<file path="src/rtl/vga_fml_defs.sv">
// Shared FML arbitration definitions: bus-cycle state encoding and burst geometry,
// common to the VGA arbiter and the fmlbrg-side logic.
package vga_fml_defs;

  typedef enum logic [1:0] {
    ST_IDLE  = 2'd0,
    ST_REQ   = 2'd1,
    ST_BURST = 2'd2
  } fml_state_t;

  localparam int unsigned BURST_LEN = 4;
  localparam int unsigned BEAT_W    = 2;

  localparam logic OWNER_LCD = 1'b0;
  localparam logic OWNER_CPU = 1'b1;

  function automatic logic last_beat(input logic [BEAT_W-1:0] beat);
    return beat == BEAT_W'(BURST_LEN - 1);
  endfunction

endpackage

</file>
<file path="src/rtl/vga_fml_arbiter.sv">
// Two-master (LCD refresh, CPU) arbiter in front of a single FML slave port.
// One grant per bus cycle: arbitrate in IDLE, strobe in REQ, then a fixed 4-beat burst.
module vga_fml_arbiter
  import vga_fml_defs::*;
#(
  parameter int fml_depth   = 20,
  parameter int lcd_max_run = 4
) (
  input  logic                 sys_clk,
  input  logic                 sys_rst,

  input  logic [fml_depth-1:0] lcd_fml_adr,
  input  logic                 lcd_fml_stb,
  input  logic                 lcd_fml_we,
  input  logic [1:0]           lcd_fml_sel,
  input  logic [15:0]          lcd_fml_do,
  output logic                 lcd_fml_ack,
  output logic [15:0]          lcd_fml_di,

  input  logic [fml_depth-1:0] cpu_fml_adr,
  input  logic                 cpu_fml_stb,
  input  logic                 cpu_fml_we,
  input  logic [1:0]           cpu_fml_sel,
  input  logic [15:0]          cpu_fml_do,
  output logic                 cpu_fml_ack,
  output logic [15:0]          cpu_fml_di,

  output logic [fml_depth-1:0] fml_adr,
  output logic                 fml_stb,
  output logic                 fml_we,
  output logic [1:0]           fml_sel,
  output logic [15:0]          fml_do,
  input  logic                 fml_ack,
  input  logic [15:0]          fml_di,

  output logic                 owner
);

  fml_state_t        state;
  logic [3:0]        lcd_run;
  logic [BEAT_W-1:0] beat;

  logic lcd_max_hit;
  logic cpu_wins;
  logic owner_stb;
  logic in_req;

  // The CPU only beats a pending LCD request once LCD has used up its run allowance.
  assign lcd_max_hit = (lcd_run == 4'(lcd_max_run));
  assign cpu_wins    = cpu_fml_stb & (~lcd_fml_stb | lcd_max_hit);
  assign owner_stb   = (owner == OWNER_CPU) ? cpu_fml_stb : lcd_fml_stb;
  assign in_req      = (state == ST_REQ) & ~sys_rst;

  always_ff @(posedge sys_clk) begin
    if (sys_rst) begin
      state   <= ST_IDLE;
      owner   <= OWNER_LCD;
      lcd_run <= '0;
      beat    <= '0;
    end else begin
      case (state)
        ST_IDLE: begin
          if (lcd_fml_stb | cpu_fml_stb) begin
            owner <= cpu_wins;
            state <= ST_REQ;
            if (!cpu_wins && cpu_fml_stb)
              lcd_run <= lcd_run + 4'd1;
            else
              lcd_run <= '0;
          end
        end
        ST_REQ: begin
          if (fml_ack) begin
            state <= ST_BURST;
            beat  <= '0;
          end else if (!owner_stb) begin
            // Master withdrew before the slave accepted: abandon the grant.
            state <= ST_IDLE;
          end
        end
        ST_BURST: begin
          if (last_beat(beat))
            state <= ST_IDLE;
          else
            beat <= beat + 1'b1;
        end
        default: state <= ST_IDLE;
      endcase
    end
  end

  assign fml_stb = in_req & owner_stb;
  assign fml_adr = (owner == OWNER_CPU) ? cpu_fml_adr : lcd_fml_adr;
  assign fml_we  = (owner == OWNER_CPU) ? cpu_fml_we  : lcd_fml_we;
  assign fml_sel = (owner == OWNER_CPU) ? cpu_fml_sel : lcd_fml_sel;

  always_comb begin
    fml_do = '0;
    if (state != ST_IDLE)
      fml_do = (owner == OWNER_CPU) ? cpu_fml_do : lcd_fml_do;
  end

  // Acks are only meaningful while a strobe is outstanding.
  assign lcd_fml_ack = in_req & fml_ack & (owner == OWNER_LCD);
  assign cpu_fml_ack = in_req & fml_ack & (owner == OWNER_CPU);

  assign lcd_fml_di = fml_di;
  assign cpu_fml_di = fml_di;

endmodule

</file>
<file path="config.mk">
export PLATFORM = sky130hd
export DESIGN_NAME = vga_fml_arbiter
export DESIGN_NICKNAME = d
export VERILOG_FILES = /design/src/rtl/vga_fml_defs.sv /design/src/rtl/vga_fml_arbiter.sv
export SDC_FILE = /design/constraint.sdc
export NUM_CORES = 1
export LEC_CHECK = 0
export CAP_MARGIN = 20
export CELL_PAD_IN_SITES_DETAIL_PLACEMENT = 1
export CELL_PAD_IN_SITES_GLOBAL_PLACEMENT = 1
export CORE_ASPECT_RATIO = 1.2
export CORE_MARGIN = 3
export CORE_UTILIZATION = 13
export CTS_CLUSTER_DIAMETER = 100
export CTS_CLUSTER_SIZE = 20
export DETAILED_ROUTE_END_ITERATION = 8
export PLACE_DENSITY = 0.73
export SLEW_MARGIN = 20
export SYNTH_ARGS = -nofsm -noshare
export SYNTH_HDL_FRONTEND = slang
export SYNTH_SLANG_ARGS = --single-unit
</file>
<file path="constraint.sdc">
create_clock -name sys_clk -period 1.6 [get_ports sys_clk]
set_clock_uncertainty 0.15 [all_clocks]
set_input_delay 0.32 -clock sys_clk [delete_from_list [all_inputs] [get_ports sys_clk]]
set_output_delay 0.32 -clock sys_clk [all_outputs]
set_load 0.02 [all_outputs]
</file>
Yosys cells after proc, flatten, opt, wreduce, memory -nomap -nowiden. Index checks and enable logic that the tools add are counted.

Memory bits (read-only): 0. Bits in registers: 9. Memories kept: 0. Output and inout port bits: 75. Memory bits (writable): 0. Bits in latches: 0. Input port bits: 99. Word-level logic and storage cells: 49.

Divide/modulo/power cells: 0. $add $sub $neg: 2. Shift-type cells: 0. $mul: 0. Bitwise logic cells: 11. Equal/unequal tests: 9. Magnitude comparators: 0. Multiplexer cells: 15. Reductions and logical operators: 8.

Operators with widths (number): $mux 16 (2); $mux 20 (1); $mux 2 (7); $ne 2x2->1 const B (4); $and 1x1->1 (6); $pmux 2 s3 (1); $reduce_and 3->1 (2); $add 4x1->4 const B (1); $eq 2x2->1 const B (2); $eq 4x3->1 const B (1); $mux 4 (1); $pmux 2 s2 (1); $reduce_bool 2->1 (2); $ne 3x3->1 const B (1); $not 1->1 (3); $add 2x1->2 const B (1); $eq 2x1->1 const B (1); $logic_not 2->1 (1); $mux 1 (2); $or 1x1->1 (2); $reduce_and 2->1 (1); $logic_and 1x1->1 (1); $logic_not 1->1 (1).

Depth between registers and ports, before layout.
Word-level depth: 6. Depth in mapped cells: 6.

Least setup slack after synthesis. Ideal clock, no wire load.

Path type: register -> output. From: register owner. To: output fml_sel[0]. Data required time: 1.130 ns. Arrival: 1.373 ns. Path buffers: 2. Slack: -0.243 ns. Stages on the path, launching flop included: 4. Cells stage by stage: dfxtp_1 > clkbuf_1 > buf_2 > mux2_2.

Cells in the longest elaborated chain, start to end: 1.

Ends and longest elaborated chain: start, declared (line vga_fml_arbiter.sv:36) `output logic owner`; start signal, assigned (line vga_fml_arbiter.sv:64) `owner <= cpu_wins;`; $mux 2 (line vga_fml_arbiter.sv:95) `assign fml_sel = (owner == OWNER_CPU) ? cpu_fml_sel : lcd_fml_sel;`; end, declared (line vga_fml_arbiter.sv:31) `output logic [1:0] fml_sel,`.

Every way passes these cells.

Worst setup path after layout.
From: register owner. To: output fml_adr[6].

Cells in the longest elaborated chain, start to end: 1.

Ends and longest elaborated chain: $mux 20 (line vga_fml_arbiter.sv:93) `assign fml_adr = (owner == OWNER_CPU) ? cpu_fml_adr : lcd_fml_adr;`; end, declared (line vga_fml_arbiter.sv:28) `output logic [fml_depth-1:0] fml_adr,`.

Every way passes these cells.

==> reports/qor.yml <==
outcome:
  outcome: "finished, violations left"
  violations: "negative setup slack"
sta:
  fmax_mhz: 539
  fin_ws_ps: -254
  relSlewSlack_pct: 81.1
  final-setup-viol-count: 43
  finalHoldViolations: 0
  rsz0062_at_grt: "true"
  whs_ps: 347
  finalCriticalPeriod_ps: 1850
  finalCritPeriodShare_pct: 116
  maxSlewViolCount: 0
  tns_ps: -7930
  tightestPinTransition_ps: 282
clocking:
  tritoncts.num_buffers: 3
  clk_pin_slew_ps: 40
  clkLatencyLatePin_ps: 240
  clock_path_buffers: 2
  cts_tree: "yes"
  clockRootBuffer: "clkbuf_16"
  cts_sinks: 9
  cts_max_level: 1
  cts.hold.buffers_added: 0
placed_design:
  port_buffers: 125
  place_area_um2: 2550
  routabilityCongestion: 0.743
  place_inst: 380
  dp_hpwl_mm: 4.43
setup_path:
  crit_arrival_ps: 1380
  cp-end-kind: "output pin"
  r2r-start: "state[0]"
  r2r_cells: 6
  crit_type: "reg -> out"
  crit_required_ps: 1130
  startpoint: "owner"
  crit_path_start_kind: "flip-flop"
  path_cells: "buf_16 -> mux2_2 -> buf_4"
  worst_path_largest_cell_delay_ps: 450
  crit_family: "flip-flops"
  crit_buf_inv: 2
  worst_path_max_delay_cell: "dfxtp_4"
  ff2ff_setup_slack_ps: -10
  r2r_end: "lcd_run[3]"
  cp_max_fo: 16
route:
  drc: 0
  dr_total_vias: 1554
  highest_layer: "met4"
  wl_met3_um: 375
  dr_wl_met2_mm: 3.28
  avgViaCountPerCell: 3.89
  dr.pass1.iters: 4
  met1_length_mm: 2.01
  ant_nets: 0
  wl_per_cell_um: 14.6
  wl_mm: 5.83
  dr.first_iter.drc_count: 18
layout:
  fin_nets: 380
  seqCellArea_um2: 189
  syn2layout_area_growth_pct: 130
  stdcell_count: 400
  drive_gt1_share_pct: 46.6
  num_antenna_cells: 0
  fin_area_um2: 2950
  fill_cells: 1121
  multi_input_area_um2: 962
synthesis:
  avgSynthCellArea_um2: 8.05
  synth_seq_cells: 9
  yosys_warnings: 0
  yosys.area.top_type: "mux2_2"
  synthArstFlopShare_pct: 0
  syn_inst: 159
  synth_ff_type: "dfxtp_1"
  ys_seq_area_share_pct: 14.1
  synth_area_um2: 1280
  synth_top_area_share_pct: 21.1
  synth_cell_types: 31
  synth_edf_count: 0
  synth_area_leaders: "mux2_2 (21%), buf_4 (19%), dfxtp_1 (14%)"
  synth_nets: 261
floorplanning:
  fp.dieH_um: 115
  dieArea_um2: 11100
  ios: 174
  die_w_um: 96.6
  core_area_um2: 9560
  initial_core_util_pct: 13.4
  std_cell_rows: 39
global_route:
  grt_use_total_pct: 10.1
  antenna_found_initial: 0
  first_global_vias: 1665
  grt_max_degree: 17
  grt_pass1_wl_mm: 8.60
  grt_overflow: 0
worst_hold_path:
  worstHoldPathCells: 2
  hold_path.class: "reg -> reg"
  worstHoldStart: "beat[1]"
  min_to: "beat[1]"
pwr:
  power.total_mw: 1.71
  power.density_nw_per_um2: 581
  peakVddDrop_mv: 0.255
  leakage_nw: 1.20
run:
  drv_cap: 0
how the worst max path moves through the flow:
stage	slack [ps]	depth (start not counted)	endpoint
2_1_floorplan	-10	3	fml_sel[0]
3_3_place_gp	-820	4	fml_stb
3_5_place_dp	-810	4	fml_stb
4_1_cts	-310	4	fml_do[3]
5_1_grt	-300	5	fml_do[1]
6_report	-250	3	fml_adr[6]
power by group:
part | internal, mW | total [mW] | switching [mW] | leakage [nW]
Sequential | 0.239 | 0.256 | 0.0167 | 0.0756
Combinational | 0.590 | 1.00 | 0.414 | 1.09
Clock | 0.334 | 0.453 | 0.119 | 0.0382
Total | 1.16 | 1.71 | 0.550 | 1.20
Yosys cell counts, types with 2 or more instances:
cell       n
nand2b_1   2
nand3b_1   2
nand2_1    8
buf_2      5
nand3_1    4
dfxtp_1    9
mux2_2    24
nor2b_1    3
nor3_1     3
nor2_1    21
o21ai_0    2
inv_1      3
clkbuf_1   4
buf_4     32
mux2i_1   17
a21oi_1    3
ha_1       3
tightest hold or removal path: cells and delay by family, from the launching register on:
family / cells / cell delay, ps
AO/OA/AOI/OAI: 1 / 60
AND/OR/NAND/NOR: 1 / 60
flip-flops: 1 / 320
final cells by class:
| class | instances | share of cell area (%) |
|---|---|---|
| clock buffers | 4 | 2.67 |
| inverters | 3 | 0.382 |
| multi-input cells | 105 | 32.6 |
| flip-flops and latches | 9 | 6.41 |
| well taps | 123 | 5.22 |
| repair buffers | 156 | 52.7 |
sequential cells by signal, summed over array words and instances (netlist names):
| name | cells |
|---|---|
| lcd_run | 4 |
| beat | 2 |
| state | 2 |
| owner | 1 |
per-layer routing:
| metal | vias up | global-route usage [%] |
|---|---|---|
| li1 | 755 | - |
| met1 | 723 | 10.1 |
| met2 | 56 | 19.4 |
| met3 | 20 | 2.24 |
| met4 | 0 | 4.21 |
| met5 | - | 0 |
timing repair:
action,CTS,global route
endpoints found under the setup margin,45,46
resized for setup,190,83
setup buffers,9,6
pin swaps,6,3
gates cloned,2,2
logic make-up after synthesis:
logic type      count (synthesis)  synth area share (%)
flops                           9                  14.1
compound gates                 13                  7.04
simple gates                   48                  17.9
mux                            41                  34.4
fa+ha+maj                       3                  2.93
buf+inv                        45                  23.7
layout by cell type (no fill, tap or decap), types with 8 or more instances in the layout:
cell type and count:
buf_2 13, nor2_2 8, nor2_1 13, buf_6 31, clkdlybuf4s50_1 79, mux2_4 15, buf_4 19, mux2_2 9
mux2i_1 9, nand2_1 8
stage by stage:
step                util [%]  setup slack [ps]
floorplan                  -             -14.6
global placement        26.7              -820
detailed placement      26.7              -811
CTS                     28.2              -307
global route            30.8              -300
finish                  30.8              -254
Note: power is estimated with default switching activity, not from simulation.
